**src/rtl/fpu_pkg.sv**
```systemverilog
// Shared constants and state encoding for the
// float-to-int conversion unit.
package fpu_pkg;

    localparam logic [7:0]  EXP_BIAS     = 8'd127;
    localparam int          FRAC_W       = 23;
    localparam logic [7:0]  EXP_MAX      = 8'd255;
    localparam logic [31:0] INT_MAX      = 32'h7FFF_FFFF;
    localparam logic [31:0] INT_MIN      = 32'h8000_0000;
    localparam logic [4:0]  RSHIFT_CLAMP = 5'd25;

    // Exponent at which the 24-bit significand is already an integer.
    localparam logic [7:0]  SHIFT_EXP    = EXP_BIAS + 8'(FRAC_W);
    // First exponent whose magnitude reaches 2^31.
    localparam logic [7:0]  OVF_EXP      = EXP_BIAS + 8'd31;
    // -2^31 as binary32: the only representable value at OVF_EXP.
    localparam logic [31:0] F32_INT_MIN  = 32'hCF00_0000;

    typedef enum logic [1:0] {
        S_IDLE,
        S_SHIFT,
        S_ROUND,
        S_DONE
    } state_t;

endpackage

```
**src/rtl/ftoi_if.sv**
```systemverilog
// Operand/result handshake bundle for ftoi.
// master drives operands and consumes results.
interface ftoi_if;

    logic        in_valid;
    logic        in_ready;
    logic [31:0] a;
    logic        out_valid;
    logic        out_ready;
    logic [31:0] res;
    logic        ovf;

    modport master (
        output in_valid,
        output a,
        output out_ready,
        input  in_ready,
        input  out_valid,
        input  res,
        input  ovf
    );

    modport slave (
        input  in_valid,
        input  a,
        input  out_ready,
        output in_ready,
        output out_valid,
        output res,
        output ovf
    );

endinterface

```
**src/rtl/ftoi_classify.sv**
```systemverilog
// Decodes a binary32 operand into its special case
// flags, shift direction and shift distance.
module ftoi_classify
    import fpu_pkg::*;
(
    input  logic [31:0] i_a,
    output logic        o_is_nan,
    output logic        o_is_inf,
    output logic        o_is_ovf,
    output logic        o_is_exact_min,
    output logic        o_dir_left,
    output logic [4:0]  o_count
);

    logic [7:0]        w_e;
    logic [FRAC_W-1:0] w_frac;
    logic              w_big;
    logic [4:0]        w_ldist;
    logic [7:0]        w_rdist;

    assign w_e    = i_a[30:23];
    assign w_frac = i_a[FRAC_W-1:0];
    assign w_big  = (w_e >= OVF_EXP);

    assign o_is_nan       = (w_e == EXP_MAX) && (w_frac != '0);
    assign o_is_inf       = (w_e == EXP_MAX) && (w_frac == '0);
    assign o_is_exact_min = (i_a == F32_INT_MIN);
    assign o_is_ovf       = w_big && (w_e != EXP_MAX)
                          && !o_is_exact_min;
    assign o_dir_left     = (w_e >= SHIFT_EXP);

    assign w_ldist = 5'(w_e - SHIFT_EXP);
    assign w_rdist = SHIFT_EXP - w_e;

    // Shift distance; special cases need no shifting.
    always_comb begin
        o_count = '0;
        if (w_big) begin
            o_count = '0;
        end else if (o_dir_left) begin
            o_count = w_ldist;
        end else if (w_rdist > {3'd0, RSHIFT_CLAMP}) begin
            o_count = RSHIFT_CLAMP;
        end else begin
            o_count = 5'(w_rdist);
        end
    end

endmodule

```
**src/rtl/ftoi.sv**
```systemverilog
// Serial binary32 to int32 converter: one shift per
// cycle, round-to-nearest-even, saturating on overflow.
module ftoi
    import fpu_pkg::*;
(
    input  logic  clk,
    input  logic  rst,
    ftoi_if.slave bus
);

    state_t      r_state;
    logic        r_in_ready;
    logic        r_out_valid;
    logic [31:0] r_res;
    logic        r_ovf;
    logic        r_sign;
    logic [31:0] r_mag;
    logic [4:0]  r_count;
    logic        r_left;
    logic        r_guard;
    logic        r_sticky;
    logic        r_spec;
    logic [31:0] r_spec_res;
    logic        r_spec_ovf;

    logic        w_is_nan;
    logic        w_is_inf;
    logic        w_is_ovf;
    logic        w_is_exact_min;
    logic        w_dir_left;
    logic [4:0]  w_count;
    logic [23:0] w_m;
    logic        w_accept;
    logic        w_spec;
    logic [31:0] w_spec_res;
    logic        w_up;
    logic [31:0] w_rounded;
    logic [31:0] w_signed;

    ftoi_classify u_classify (
        .i_a            (bus.a),
        .o_is_nan       (w_is_nan),
        .o_is_inf       (w_is_inf),
        .o_is_ovf       (w_is_ovf),
        .o_is_exact_min (w_is_exact_min),
        .o_dir_left     (w_dir_left),
        .o_count        (w_count)
    );

    assign w_m      = {(bus.a[30:23] != 8'd0), bus.a[FRAC_W-1:0]};
    assign w_accept = bus.in_valid && r_in_ready;
    assign w_spec   = w_is_nan || w_is_inf
                    || w_is_ovf || w_is_exact_min;

    // Saturation value for the special cases.
    always_comb begin
        w_spec_res = INT_MIN;
        if (w_is_nan || w_is_exact_min) begin
            w_spec_res = INT_MIN;
        end else if (bus.a[31]) begin
            w_spec_res = INT_MIN;
        end else begin
            w_spec_res = INT_MAX;
        end
    end

    assign w_up      = r_guard && (r_sticky || r_mag[0]);
    assign w_rounded = r_mag + {31'd0, w_up};
    assign w_signed  = r_sign ? (~w_rounded + 32'd1) : w_rounded;

    // Control FSM and datapath registers.
    always_ff @(posedge clk) begin
        if (rst) begin
            r_state     <= S_IDLE;
            r_in_ready  <= 1'b1;
            r_out_valid <= 1'b0;
            r_res       <= '0;
            r_ovf       <= 1'b0;
            r_sign      <= 1'b0;
            r_mag       <= '0;
            r_count     <= '0;
            r_left      <= 1'b0;
            r_guard     <= 1'b0;
            r_sticky    <= 1'b0;
            r_spec      <= 1'b0;
            r_spec_res  <= '0;
            r_spec_ovf  <= 1'b0;
        end else begin
            case (r_state)
                S_IDLE: begin
                    if (w_accept) begin
                        r_sign     <= bus.a[31];
                        r_mag      <= {8'd0, w_m};
                        r_count    <= w_count;
                        r_left     <= w_dir_left;
                        r_guard    <= 1'b0;
                        r_sticky   <= 1'b0;
                        r_spec     <= w_spec;
                        r_spec_res <= w_spec_res;
                        r_spec_ovf <= w_is_nan || w_is_inf || w_is_ovf;
                        r_in_ready <= 1'b0;
                        r_state    <= S_SHIFT;
                    end
                end
                S_SHIFT: begin
                    if (r_count != 5'd0) begin
                        if (r_left) begin
                            r_mag <= r_mag << 1;
                        end else begin
                            r_mag    <= r_mag >> 1;
                            r_guard  <= r_mag[0];
                            r_sticky <= r_sticky || r_guard;
                        end
                        r_count <= r_count - 5'd1;
                    end else begin
                        r_state <= S_ROUND;
                    end
                end
                S_ROUND: begin
                    if (r_spec) begin
                        r_res <= r_spec_res;
                        r_ovf <= r_spec_ovf;
                    end else begin
                        r_res <= w_signed;
                        r_ovf <= 1'b0;
                    end
                    r_out_valid <= 1'b1;
                    r_state     <= S_DONE;
                end
                S_DONE: begin
                    if (bus.out_ready) begin
                        r_out_valid <= 1'b0;
                        r_in_ready  <= 1'b1;
                        r_state     <= S_IDLE;
                    end
                end
                default: begin
                    r_state <= S_IDLE;
                end
            endcase
        end
    end

    assign bus.in_ready  = r_in_ready;
    assign bus.out_valid = r_out_valid;
    assign bus.res       = r_res;
    assign bus.ovf       = r_ovf;

endmodule

```
**src/flat_wrapper.sv**
```systemverilog
// flat-port wrapper written by rule: the top's interface ports become plain ports
module ftoi_flat import fpu_pkg::*;
  (clk, rst, bus_in_valid, bus_a, bus_out_ready, bus_in_ready, bus_out_valid, bus_res, bus_ovf);
  ftoi_if bus_i ();
  input  logic clk;
  input  logic rst;
  input wire logic [$bits(bus_i.in_valid)-1:0] bus_in_valid;
  input wire logic [$bits(bus_i.a)-1:0] bus_a;
  input wire logic [$bits(bus_i.out_ready)-1:0] bus_out_ready;
  output wire logic [$bits(bus_i.in_ready)-1:0] bus_in_ready;
  output wire logic [$bits(bus_i.out_valid)-1:0] bus_out_valid;
  output wire logic [$bits(bus_i.res)-1:0] bus_res;
  output wire logic [$bits(bus_i.ovf)-1:0] bus_ovf;
  assign bus_i.in_valid = bus_in_valid;
  assign bus_i.a = bus_a;
  assign bus_i.out_ready = bus_out_ready;
  assign bus_in_ready = bus_i.in_ready;
  assign bus_out_valid = bus_i.out_valid;
  assign bus_res = bus_i.res;
  assign bus_ovf = bus_i.ovf;
  ftoi u_core (.clk(clk), .rst(rst), .bus(bus_i));
endmodule
```
**config.mk**
```make
export PLATFORM = sky130hd
export DESIGN_NAME = ftoi_flat
export DESIGN_NICKNAME = d
export VERILOG_FILES = /design/src/rtl/fpu_pkg.sv /design/src/rtl/ftoi_if.sv /design/src/rtl/ftoi_classify.sv /design/src/rtl/ftoi.sv /design/src/flat_wrapper.sv
export SDC_FILE = /design/constraint.sdc
export NUM_CORES = 1
export LEC_CHECK = 0
export BUFFER_PORTS_ARGS = -buffer_cell sky130_fd_sc_hd__buf_2
export CORE_MARGIN = 5
export CORE_UTILIZATION = 39
export CTS_BUF_LIST = sky130_fd_sc_hd__clkbuf_4 sky130_fd_sc_hd__clkbuf_8
export CTS_CLUSTER_DIAMETER = 150
export DETAILED_ROUTE_END_ITERATION = 8
export GPL_ROUTABILITY_DRIVEN = 0
export SLEW_MARGIN = 20
export SYNTH_ARGS = -nofsm -noshare
export SYNTH_HDL_FRONTEND = slang
export SYNTH_HIERARCHICAL = 1
export SYNTH_SLANG_ARGS = --single-unit
export TNS_END_PERCENT = 20
```
**constraint.sdc**
```tcl
create_clock -name clk -period 7.1 [get_ports clk]
set_input_delay 2.13 -clock clk [delete_from_list [all_inputs] [get_ports clk]]
set_output_delay 2.13 -clock clk [all_outputs]
set_load 0.005 [all_outputs]
```
==> impl_metrics.py <==
metrics = {
    "clock_network": {
        "clk_pin_slew_worst_paths_ns": 0.08,
        "cts.path.max_buffers": 2,
        "htree_levels": 3,
        "root_buffer": "clkbuf_8",
        "cts_tree": "done",
        "cts_resized": 0,
        "cts_sinks": 82,
        "holdBufCountCts": 0,
        "cts_setup_buffers": 0,
        "clock_latency_ns": 0.38,
        "numCtsBuffers": 9,
    },
    "synth": {
        "syn_avg_cell_area_um2": 7.636,
        "syn_area_um2": 6315,
        "ys_ff_latch": 82,
        "synthArstFlopShare_pct": 0,
        "synth_nets": 878,
        "syn-instance-count": 827,
        "ys_types": 80,
        "yosysTopAreaCellShare_pct": 26.00,
        "post-synth-top-area-cell": "dfxtp_1",
        "synthFlopType": "dfxtp_1",
        "yosys_warnings": 6,
        "synth-edff-count": 0,
        "synth-seq-area-share_pct": 26.00,
        "synthTopCellsByArea": "dfxtp_1 (26%), xnor2_1 (6.7%), a21oi_1 (6.1%)",
    },
    "die": {
        "die_w_um": 137.2,
        "core_um2": 15890,
        "io_pins": 71,
        "die_y_um": 137.2,
        "dieArea_um2": 18840,
        "start_util_pct": 39.75,
        "rows": 46,
    },
    "route": {
        "drt_iter0_markers": 464,
        "drc": 0,
        "vias": 5994,
        "ant_nets": 0,
        "wire_per_inst_um": 16.18,
        "routed_wl_um": 17150,
        "dr.pass1.iters": 7,
        "vias_per_cell": 5.655,
    },
    "final_layout": {
        "multi_input_area_um2": 4235,
        "fillers": 1704,
        "syn_to_final_growth_pct": 8.559,
        "drive_gt1_share_pct": 15.40,
        "seqCellArea_um2": 1642,
        "final_common_cell": "nand2_1",
        "antenna_cells": 0,
        "layout_common_cells": "nand2_1 (98), dfxtp_1 (82), a21oi_1 (76)",
        "final_nets": 890,
    },
    "place": {
        "dp_hpwl_um": 12440,
        "io_buffers": 70,
    },
    "worst_setup_path": {
        "end_kind": "flip-flop",
        "cp.required_ns": 7.35,
        "cp_data_arrival_time_ns": 4.27,
        "cp_max_fo": 12,
        "start_kind": "input pin",
        "r2r_cells": 9,
        "reg2reg_slack_ns": 3.40,
        "worstSetupPathType": "in2reg",
    },
    "min_path": {
        "worstHoldPathCells": 2,
        "hp-class": "reg2reg",
    },
    "grt": {
        "grt_max_degree": 64,
        "grt_use_total_pct": 18.09,
        "grt_pass1_wl_um": 27570,
        "grt-ovfl-total": 0,
        "grt_pass1_vias": 5140,
        "antenna_found_initial": 0,
    },
    "timing": {
        "fin_skew_ns": 0.01352,
        "relSlewSlack_pct": 38.64,
        "layout_min_cycle_time_ns": 4.024,
        "fin_crit_sh_pct": 56.68,
        "hold_viol": 0,
        "rsz0062_at_grt": "false",
        "tns_ns": 0,
        "clock.fmax_mhz": 248.5,
        "worstMarginPinSlew_ns": 0.9119,
        "setup_viol": 0,
        "finalMaxSlewViolations": 0,
    },
    "power": {
        "p_leak_nw": 2.443,
        "vdd.ir_drop.worst_uv": 195.1,
        "power_density_nw_per_um2": 398.9,
        "power.total_mw": 2.734,
    },
    "job": {
        "drv_cap": 0,
    },
    "run_status": {
        "status": "completed",
    },
}
worst max-delay path: stages:
cell	delay, ns
buf_2	0.21
ha_1	0.39
o22a_2	0.21
a21oi_1	0.03
a311o_1	0.37
a221oi_2	0.31
a31oi_1	0.14
a22o_1	0.24
a22oi_1	0.17
nor2_1	0.06
path summary, 6_finish.rpt:
kind,start,end
worst max-delay path,bus_a[24],u_core/r_count[3]
worst min register to register,u_core/bus.res[3],u_core/bus.res[3]
worst max register to register,u_core/r_mag[0],u_core/bus.res[23]
worst min-delay path,u_core/bus.res[3],u_core/bus.res[3]
kinds of logic after synthesis:
kind of cell	synth area share [%]
AO/OA/AOI/OAI	23.56
buffers and inverters	7.034
flip-flops	26.00
adder cells (fa/ha/maj)	3.131
XOR/XNOR	9.154
multiplexers	5.053
AND/OR/NAND/NOR	26.08
cells in the mapped netlist (all sizes together), types with 7 or more instances:
cell	count
nand2	98
dfxtp	82
a21oi	78
nor2	50
clkbuf	49
xnor2	48
o21ai	37
nand3	35
nor3	32
o211ai	32
buf	28
mux2i	24
nand4	21
inv	20
nor4	20
xor2	18
a31oi	15
ha	15
and3	11
and4	8
mux2	7
nand2b	7
o31ai	7
routing by layer:
metal	routed length, um	global-route usage [%]	vias up
li1	-	-	3025
met1	8983	29.45	2767
met2	6930	24.06	190
met3	1049	2.666	12
met4	183	4.933	0
met5	0	0	-
metrics by stage:
| stage | setup slack, ns | util [%] | area (um2) | instances | hold WS [ns] |
|---|---|---|---|---|---|
| 2_1_floorplan | 3.211 | - | 6315 | 827 | 0.4542 |
| 3_3_place_gp | 2.731 | 41.75 | 6633 | 1044 | 0.4557 |
| 3_5_place_dp | 2.700 | 41.75 | 6633 | 1044 | 0.4623 |
| 4_1_cts | 3.123 | 43.16 | 6855 | 1060 | 0.4759 |
| 5_1_grt | 2.918 | 43.16 | 6855 | 1060 | 0.4964 |
| 6_report | 3.076 | 43.16 | 6855 | 1060 | 0.4707 |
flip-flops by register name (all words and copies together), names as in the netlist:
signal / count
u_core/r_left: 1
u_core/r_guard: 1
u_core/bus.res: 32
u_core/r_state: 2
u_core/bus.in_ready: 1
u_core/r_mag: 32
u_core/r_spec_res: 2
u_core/r_count: 5
u_core/bus.ovf: 1
u_core/r_spec: 1
u_core/r_sign: 1
u_core/r_spec_ovf: 1
u_core/bus.out_valid: 1
u_core/r_sticky: 1
power by group:
| part | switching [mW] | internal (mW) | total (mW) |
|---|---|---|---|
| clock network | 0.182 | 0.202 | 0.384 |
| logic | 0.878 | 0.576 | 1.45 |
| registers | 0.278 | 0.618 | 0.896 |
| total | 1.34 | 1.40 | 2.73 |
final cells by class:
class	count	share of cell area [%]
clock buffer	10	1.916
inverter	20	1.095
multi-input combinational	648	61.78
timing repair buffer	78	5.987
sequential	82	23.95
clock inverter	6	1.332
tap	216	3.942
No activity file was read; power rests on OpenSTA's default activity.
